[config.mk]
export PLATFORM = sky130hd
export DESIGN_NAME = alu_cmd_sched
export DESIGN_NICKNAME = d
export VERILOG_FILES = /design/src/rtl/alu_sched_pkg.sv /design/src/rtl/alu_sched_fifo.sv /design/src/rtl/alu_cmd_sched.sv
export SDC_FILE = /design/constraint.sdc
export NUM_CORES = 1
export LEC_CHECK = 0
export CORE_UTILIZATION = 50
export DETAILED_ROUTE_END_ITERATION = 7
export PLACE_DENSITY_LB_ADDON = 0.2
export REMOVE_ABC_BUFFERS = 1
export SETUP_SLACK_MARGIN = 0.05
export SLEW_MARGIN = 20
export SYNTH_ARGS = -nofsm -noshare
export SYNTH_HDL_FRONTEND = slang
export SYNTH_SLANG_ARGS = --single-unit
[constraint.sdc]
create_clock -name clk -period 3.25 [get_ports clk]
set_input_delay 0.65 -clock clk [delete_from_list [all_inputs] [get_ports clk]]
set_output_delay 0.65 -clock clk [all_outputs]
set_load 0.03 [all_outputs]
[src/rtl/alu_sched_pkg.sv]
// Shared op codes, constants and response record for the ALU command scheduler.
package alu_sched_pkg;

    localparam logic [3:0]  OP_ADD      = 4'd0;
    localparam logic [3:0]  OP_SUB      = 4'd1;
    localparam logic [3:0]  OP_MUL      = 4'd2;
    localparam logic [3:0]  OP_DIV      = 4'd3;
    localparam logic [15:0] ALU_DEFAULT = 16'h1507;
    localparam logic [15:0] DIV0_DATA   = 16'hFFFF;

    // The caller tag travels next to this record because its width is a module parameter.
    typedef struct packed {
        logic [15:0] data;
        logic        carry;
        logic        err;
    } rsp_t;

    function automatic logic is_div0(input logic [3:0] op, input logic [7:0] b);
        return (op == OP_DIV) && (b == 8'd0);
    endfunction

endpackage

[src/rtl/alu_sched_fifo.sv]
// Generic synchronous FIFO with show-ahead read data; callers never push when full or pop when empty.
module alu_sched_fifo #(
    parameter int WIDTH = 8,
    parameter int DEPTH = 4,
    localparam int AW   = $clog2(DEPTH)
) (
    input  logic             clk,
    input  logic             rstn,
    input  logic             push,
    input  logic [WIDTH-1:0] wdata,
    input  logic             pop,
    output logic [WIDTH-1:0] rdata,
    output logic             full,
    output logic             empty,
    output logic [AW:0]      count
);

    logic [WIDTH-1:0] mem [DEPTH];
    logic [AW-1:0]    wptr;
    logic [AW-1:0]    rptr;

    // Power-of-two depth lets the pointers wrap by plain overflow.
    always_ff @(posedge clk or negedge rstn) begin
        if (!rstn) begin
            wptr  <= '0;
            rptr  <= '0;
            count <= '0;
        end else begin
            if (push) wptr <= wptr + 1'b1;
            if (pop)  rptr <= rptr + 1'b1;
            case ({push, pop})
                2'b10:   count <= count + 1'b1;
                2'b01:   count <= count - 1'b1;
                default: count <= count;
            endcase
        end
    end

    always_ff @(posedge clk) begin
        if (push) mem[wptr] <= wdata;
    end

    assign rdata = mem[rptr];
    assign full  = (count == (AW+1)'(DEPTH));
    assign empty = (count == '0);

endmodule

[src/rtl/alu_cmd_sched.sv]
// Command scheduler in front of a 1-cycle registered 8-bit ALU, returning tagged responses in order.
// Optional ALU_SCHED_STATS_EN adds saturating stat_cmds / stat_errs counters.
module alu_cmd_sched
    import alu_sched_pkg::*;
#(
    parameter int CMD_DEPTH = 4,
    parameter int RSP_DEPTH = 4,
    parameter int TAG_W     = 4
) (
    input  logic             clk,
    input  logic             rstn,
    input  logic             cmd_valid,
    output logic             cmd_ready,
    input  logic [7:0]       cmd_a,
    input  logic [7:0]       cmd_b,
    input  logic [3:0]       cmd_op,
    input  logic [TAG_W-1:0] cmd_tag,
    output logic [7:0]       alu_a,
    output logic [7:0]       alu_b,
    output logic [3:0]       alu_op_sel,
    input  logic [15:0]      alu_out,
    input  logic             alu_carry,
    output logic             rsp_valid,
    input  logic             rsp_ready,
    output logic [15:0]      rsp_data,
    output logic             rsp_carry,
    output logic             rsp_err,
    output logic [TAG_W-1:0] rsp_tag
`ifdef ALU_SCHED_STATS_EN
    ,
    output logic [15:0]      stat_cmds,
    output logic [15:0]      stat_errs
`endif
);

    localparam int CCW = $clog2(CMD_DEPTH) + 1;
    localparam int RCW = $clog2(RSP_DEPTH) + 1;
    localparam int UW  = RCW + 1;

    typedef struct packed {
        logic [7:0]       a;
        logic [7:0]       b;
        logic [3:0]       op;
        logic [TAG_W-1:0] tag;
        logic             div0;
    } cmd_t;

    typedef struct packed {
        logic             valid;
        logic [TAG_W-1:0] tag;
        logic             op0;
        logic             div0;
    } stage_t;

    cmd_t             cmd_in;
    cmd_t             cmd_head;
    logic             cmd_push;
    logic             cmd_full;
    logic             cmd_empty;
    logic [CCW-1:0]   cmd_count;
    logic             issue;
    logic [UW-1:0]    used;
    stage_t           s1;
    stage_t           s2;
    rsp_t             rsp_in;
    rsp_t             rsp_out;
    logic             rsp_pop;
    logic             rsp_full;
    logic             rsp_empty;
    logic [RCW-1:0]   rsp_count;

    assign cmd_ready = rstn && !cmd_full;
    assign cmd_push  = cmd_valid && cmd_ready;
    assign cmd_in    = '{a: cmd_a, b: cmd_b, op: cmd_op, tag: cmd_tag, div0: is_div0(cmd_op, cmd_b)};

    alu_sched_fifo #(.WIDTH($bits(cmd_t)), .DEPTH(CMD_DEPTH)) u_cmd_fifo (
        .clk   (clk),
        .rstn  (rstn),
        .push  (cmd_push),
        .wdata (cmd_in),
        .pop   (issue),
        .rdata (cmd_head),
        .full  (cmd_full),
        .empty (cmd_empty),
        .count (cmd_count)
    );

    // Credit check: every queued or in-flight result is guaranteed a response slot.
    assign used  = UW'(rsp_count) + UW'(s1.valid) + UW'(s2.valid);
    assign issue = !cmd_empty && (used < UW'(RSP_DEPTH));

    always_ff @(posedge clk or negedge rstn) begin
        if (!rstn) begin
            alu_a      <= '0;
            alu_b      <= '0;
            alu_op_sel <= '0;
            s1         <= '0;
            s2         <= '0;
        end else begin
            if (issue) begin
                alu_a      <= cmd_head.a;
                alu_b      <= cmd_head.b;
                alu_op_sel <= cmd_head.op;
            end
            s1.valid <= issue;
            s1.tag   <= cmd_head.tag;
            s1.op0   <= (cmd_head.op == OP_ADD);
            s1.div0  <= cmd_head.div0;
            s2       <= s1;
        end
    end

    // Stage 2 lines up with the ALU result registered from the issue cycle.
    always_comb begin
        rsp_in       = '0;
        rsp_in.data  = s2.div0 ? DIV0_DATA : alu_out;
        rsp_in.carry = s2.op0 && alu_carry;
        rsp_in.err   = s2.div0;
    end

    assign rsp_valid = !rsp_empty;
    assign rsp_pop   = rsp_valid && rsp_ready;

    alu_sched_fifo #(.WIDTH($bits(rsp_t) + TAG_W), .DEPTH(RSP_DEPTH)) u_rsp_fifo (
        .clk   (clk),
        .rstn  (rstn),
        .push  (s2.valid),
        .wdata ({s2.tag, rsp_in}),
        .pop   (rsp_pop),
        .rdata ({rsp_tag, rsp_out}),
        .full  (rsp_full),
        .empty (rsp_empty),
        .count (rsp_count)
    );

    assign rsp_data  = rsp_out.data;
    assign rsp_carry = rsp_out.carry;
    assign rsp_err   = rsp_out.err;

    always_ff @(posedge clk) begin
        if (rstn) begin
            assert (!(s2.valid && rsp_full && !rsp_pop));
            assert (cmd_count <= CCW'(CMD_DEPTH));
        end
    end

`ifdef ALU_SCHED_STATS_EN
    always_ff @(posedge clk or negedge rstn) begin
        if (!rstn) begin
            stat_cmds <= '0;
            stat_errs <= '0;
        end else begin
            if (cmd_push && stat_cmds != 16'hFFFF)          stat_cmds <= stat_cmds + 16'd1;
            if (rsp_pop && rsp_err && stat_errs != 16'hFFFF) stat_errs <= stat_errs + 16'd1;
        end
    end
`endif

endmodule
==> results of run 1 <==
==> registers in the layout, indices dropped and copies added, names as in the netlist, 4 cells and up <==
register,count
u_cmd_fifo.mem,100
u_rsp_fifo.mem,88
alu_a,8
alu_b,8
s1,7
s2,6
alu_op_sel,4
==> worst max-delay path, stage by stage (launching register included) <==
cell,delay (ps)
dfrtp_1,420
buf_12,230
mux4_2,540
clkdlybuf4s50_1,610
==> metrics by stage <==
| step | setup slack (ps) | power, W |
|---|---|---|
| after floorplan | 253 | 0.00698 |
| after global placement | 729 | 0.00822 |
| after detailed placement | 680 | 0.00833 |
| after CTS | 253 | 0.0109 |
| after global routing | 181 | 0.0113 |
| final | 284 | 0.0107 |
==> power groups by stage <==
stage | Sequential (W) | Combinational (W) | Clock (W)
after floorplan | 0.00486 | 0.00212 | 0
after CTS | 0.00461 | 0.00368 | 0.00261
after global routing | 0.00469 | 0.00389 | 0.00271
after global placement | 0.00463 | 0.00360 | 0
final | 0.00459 | 0.00361 | 0.00255
after detailed placement | 0.00466 | 0.00367 | 0
==> metal layers <==
layer  global-route usage  share of wire
met3               0.0336          0.046
met5                    0              0
met1                0.215           0.42
met4               0.0377          0.017
met2                0.296           0.51
==> kinds of logic after synthesis <==
group           after synthesis  synth area share
fa+ha+maj                    13            0.0198
compound gates                8           0.00891
flops                       236             0.762
xor+xnor                     12            0.0117
simple gates                 38            0.0258
buf+inv                      25            0.0166
mux                          69             0.155
==> layout make-up <==
cell class              count  area (µm²)  share of cell area
clock buffers              37         681              0.0625
clock inverters             7        56.3             0.00517
multi-input cells         140        1990               0.183
well taps                 225         282              0.0258
inverters                  11        41.3             0.00379
flip-flops and latches    236        6850               0.628
repair buffers            103         998              0.0916
==> placed cells by master (no fill, tap or decap), types with 2 or more instances in the layout <==
cell type        instances
and2_1                   9
buf_4                   15
clkbuf_1                11
clkbuf_16               25
clkdlybuf4s50_1         85
clkinv_1                 3
clkinv_2                 3
dfrtp_1                 47
edfxtp_1               188
fa_1                     2
ha_1                    11
inv_1                   11
mux2_2                   8
mux2_4                  14
mux4_1                  10
mux4_2                  37
nand2_1                  3
nor2_1                   4
o21ai_0                  2
o31a_1                   2
or2_2                   16
xnor2_1                  7
xor2_1                   5
==> worst max-delay path by stage <==
stage                                 endpoint  slack, ps  cells past startpoint
4_1_cts                              rsp_carry        250                      3
2_1_floorplan  u_cmd_fifo.count[1]$_DFFE_PN0P_        250                      6
3_5_place_dp   u_cmd_fifo.count[2]$_DFFE_PN0P_        680                      8
5_1_grt                             rsp_tag[0]        180                      3
3_3_place_gp   u_cmd_fifo.count[2]$_DFFE_PN0P_        730                      8
6_report                          rsp_data[11]        280                      3
==> results.yml, run 1 <==
synthesis:
  syn_area_um2: 8990
  postSynth.asyncResetShare: 0.203
  ys.flop_type: "edfxtp_1"
  yosysTopAreaCell: "edfxtp_1"
  yosysWarnings: 0
  synth_edf_count: 188
  avgSynthCellArea_um2: 22.4
  yosysSeqAreaShare: 0.762
  synthDominantCellAreaShare: 0.628
  synth_cells: 401
  ys_seq_elements: 236
  synth_area_leaders: "edfxtp_1 (63%), dfrtp_1 (13%), mux4_2 (9.3%)"
  yosys-top-cells-count: "edfxtp_1 (188), dfrtp_1 (48), mux4_2 (37), or2_2 (16), mux2_4 (14)"
  yosysMostFrequentCell: "edfxtp_1"
  synth_cell_type_count: 33
setup_path:
  start_kind: "flop"
  crit_start: "u_rsp_fifo.rptr[0]$_DFFE_PN0N_"
  arrival_ps: 2320
  r2r-start: "s2[6]$_DFF_PN0_"
  critPathKind: "reg2out"
  r2r_slack_ps: 930
  cp.required_ps: 2600
  r2r-end: "u_cmd_fifo.count[1]$_DFFE_PN0P_"
  ff2ff_path_depth: 6
  crit_path_end_kind: "primary output"
  cp_max_fo: 22
pwr:
  internal_power_w: 0.00745
  power_per_cell_area_nw_per_um2: 986
  p_sw_frac: 0.307
  p_leak_nw: 3.79
  pwr-share-clk: 0.237
  p_sw_w: 0.00330
  pwr-share-seq: 0.427
  ir_worst_vdd_mv: 0.565
  comb_power_share: 0.336
clocking:
  postCtsSetupRepairBufs: 0
  cts-resized-gates: 0
  cts_hold_buf: 1
  clock_path_buffers: 3
  cts.sinks: 236
  cts_tree: "done"
  cts-root-buf: "clkbuf_16"
  clkSlewWorstSetupHoldPaths_ps: 60
  worstSkewPairLatency_ps: 500
  htreeDepth: 1
  cts-buffers-inserted: 24
finish:
  post-route-util: 0.626
  layout-drive-gt1-share: 0.238
  final_nets: 574
  syn_to_final_growth_pct: 21.3
  nFillCells: 1224
  finalNonFillerCells: 759
  postLayoutCellArea_um2: 10900
  antennaDiodeCount: 0
min_path:
  holdPathEnd: "rsp_in[0]$_DFF_PN0_"
  whs_path_depth: 0
  min-delay-start: "s1[0]$_DFF_PN0_"
  hold_class: "reg2reg"
routing:
  drt_iter0_drc: 234
  via_per_inst: 5.34
  first_pass_iters: 5
  antenna_left: 0
  wire_per_inst_um: 19.4
  drc: 0
  routed_wl_um: 14700
  vias: 4053
die:
  io_pins: 89
  num_rows: 48
  initial_utilization: 0.516
  dieArea_um2: 18500
  die_y_um: 136
  core_um2: 17400
  floorplan.die.width_um: 136
sta:
  final.setup.tns_ps: 0
  max_freq_mhz: 337
  period_needed_ps: 2970
  relSlewSlack: 0.420
  holdWs_ps: 349
  setup_violations: 0
  worstMarginPinSlew_ps: 870
  rsz0062_at_grt: "no"
  final-hold-violation-count: 0
  finalCritPeriodShare: 0.912
  slew_violations: 0
  finalClockSkew_ps: 12.2
placed_design:
  place_inst: 714
  dp_hpwl_um: 8610
  io_buffers: 88
  gp_congestion: 0.672
  placed_cell_area_um2: 10100
global_routing:
  grtUsageTotal: 0.168
  grt_max_degree: 48
  overflow: 0
  grt_pass1_vias: 4348
  antenna_found_initial: 0
  grt_first_pass_wirelength_um: 23200
run:
  cap_violations: 0
status:
  outcome: "finished, final reports clean"
Power figures use the tool's default switching activity.
==> run 2, diff against run 1 <==
==> constraint.sdc (replaced) <==
create_clock -name clk -period 3.25 [get_ports clk]
set_input_delay 0.65 -clock clk [delete_from_list [all_inputs] [get_ports clk]]
set_output_delay 0.65 -clock clk [all_outputs]
set_load 0.02 [all_outputs]
==> results.yml, run 2 (same netlist as run 1, synthesis figures left out) <==
sta:
  final.setup.tns_ps: 0
  rsz0062_at_grt: "no"
  setup_violations: 0
  finalCritPeriodShare: 0.927
  worstMarginPinSlew_ps: 889
  relSlewSlack: 0.407
  holdWs_ps: 349
  slew_violations: 0
  max_freq_mhz: 332
  period_needed_ps: 3010
  finalClockSkew_ps: 8.07
  final-hold-violation-count: 0
clocking:
  postCtsSetupRepairBufs: 0
  cts_hold_buf: 0
  htreeDepth: 1
  clkSlewWorstSetupHoldPaths_ps: 60
  cts-resized-gates: 0
  cts.sinks: 236
  cts-root-buf: "clkbuf_16"
  clock_path_buffers: 3
  worstSkewPairLatency_ps: 500
  cts-buffers-inserted: 25
  cts_tree: "done"
placed_design:
  gp_congestion: 0.689
  io_buffers: 88
  placed_cell_area_um2: 10100
  dp_hpwl_um: 9200
finish:
  syn_to_final_growth_pct: 21.7
  final_cell_mix: "edfxtp_1 (188), clkdlybuf4s50_1 (87), dfrtp_1 (47), mux4_2 (37), clkbuf_16 (25)"
  nFillCells: 1185
  post-route-util: 0.628
  postLayoutCellArea_um2: 10900
  layout-drive-gt1-share: 0.243
  layout_commonest_cell: "edfxtp_1"
  antennaDiodeCount: 0
  largest_reg_flops: 100
  largest_register: "u_cmd_fifo.mem"
  top_regs: "u_cmd_fifo.mem (100), u_rsp_fifo.mem (88)"
  final_nets: 574
status:
  outcome: "finished, final reports clean"
routing:
  met1_length_um: 6110
  met3_length_um: 777
  vias: 4059
  drt_iter0_drc: 147
  wire_per_inst_um: 20.4
  first_pass_iters: 4
  routed_wl_um: 15500
  wl_met2_um: 8270
  drc: 0
  antenna_left: 0
  via_per_inst: 5.35
  top_layer: "met4"
setup_path:
  path_delay_family: "buffers and inverters"
  crit_buf_inv: 2
  arrival_ps: 2360
  critPathKind: "reg2out"
  crit_path_end_kind: "primary output"
  slowest_stage: "mux4_2"
  cp_max_fo: 22
  crit_chain: "buf_6, mux4_2, clkdlybuf4s50_1"
  cp.required_ps: 2600
  start_kind: "flop"
  r2r_slack_ps: 940
  cpPeakStageDelay_ps: 570
die:
  floorplan.die.width_um: 136
  core_um2: 17400
  initial_utilization: 0.516
  die_y_um: 136
  dieArea_um2: 18500
  num_rows: 48
  io_pins: 89
pwr:
  p_leak_nw: 3.81
  power_per_cell_area_nw_per_um2: 975
  ir_worst_vdd_mv: 0.654
  total_power_w: 0.0107
global_routing:
  antenna_found_initial: 0
  overflow: 0
  grt_first_pass_wirelength_um: 24100
  grt_pass1_vias: 4427
  grt_max_degree: 49
  grtUsageTotal: 0.176
min_path:
  hold_class: "reg2reg"
run:
  cap_violations: 0
## run 2: cell count changes in the layout (fill, tap and decap cells not counted), moves of 2 or more
cell and change:
clkbuf_1 -6, buf_4 -2, clkdlybuf4s50_1 +2, clkinv_1 +2
## run 2: path summary, 6_finish.rpt
check | startpoint | cells past startpoint | endpoint
worst max-delay path | u_rsp_fifo.rptr[0]$_DFFE_PN0N_ | 3 | rsp_tag[0]
worst min-delay path | s1[2]$_DFF_PN0_ | 0 | s2[2]$_DFF_PN0_
worst max register to register | s2[6]$_DFF_PN0_ | 6 | u_cmd_fifo.count[1]$_DFFE_PN0P_
worst min register to register | s1[2]$_DFF_PN0_ | 0 | s2[2]$_DFF_PN0_
max in group asynchronous | rstn | 2 | u_cmd_fifo.rptr[0]$_DFFE_PN0P_
min in group asynchronous | rstn | 2 | rsp_in[0]$_DFF_PN0_
## run 2: layer usage
layer,vias up,track usage
met5,-,0
met3,24,0.0384
met4,0,0.0500
met2,93,0.322
met1,2107,0.208
li1,1835,-
## run 2: worst register-to-register path: cells and delay by family (launching register included)
family          cells  cell delay [ps]
compound gates      2              500
fa+ha+maj           3              960
flops               1              460
mux                 1              270
## run 2: through the flow
step                      instances  setup WS [ps]
after global routing            759            110
after global placement          714            648
after floorplan                 387            253
after CTS                       759           89.3
after detailed placement        714            628
final                           759            237
## run 2: layout make-up
class,instances,area [µm²],area share
Clock buffer,32,672,0.0615
Tap cell,225,282,0.0257
Inverter,11,41.3,0.00378
Multi-Input combinational cell,140,1990,0.182
Timing Repair Buffer,102,985,0.0901
Clock inverter,13,115,0.0105
Sequential cell,236,6850,0.626
## run 2: report_power, final
group	total, W	internal, W	switching, W
combinational	0.00338	0.00182	0.00156
clock	0.00270	0.00161	0.00109
sequential	0.00458	0.00411	0.000474
total	0.0107	0.00754	0.00312
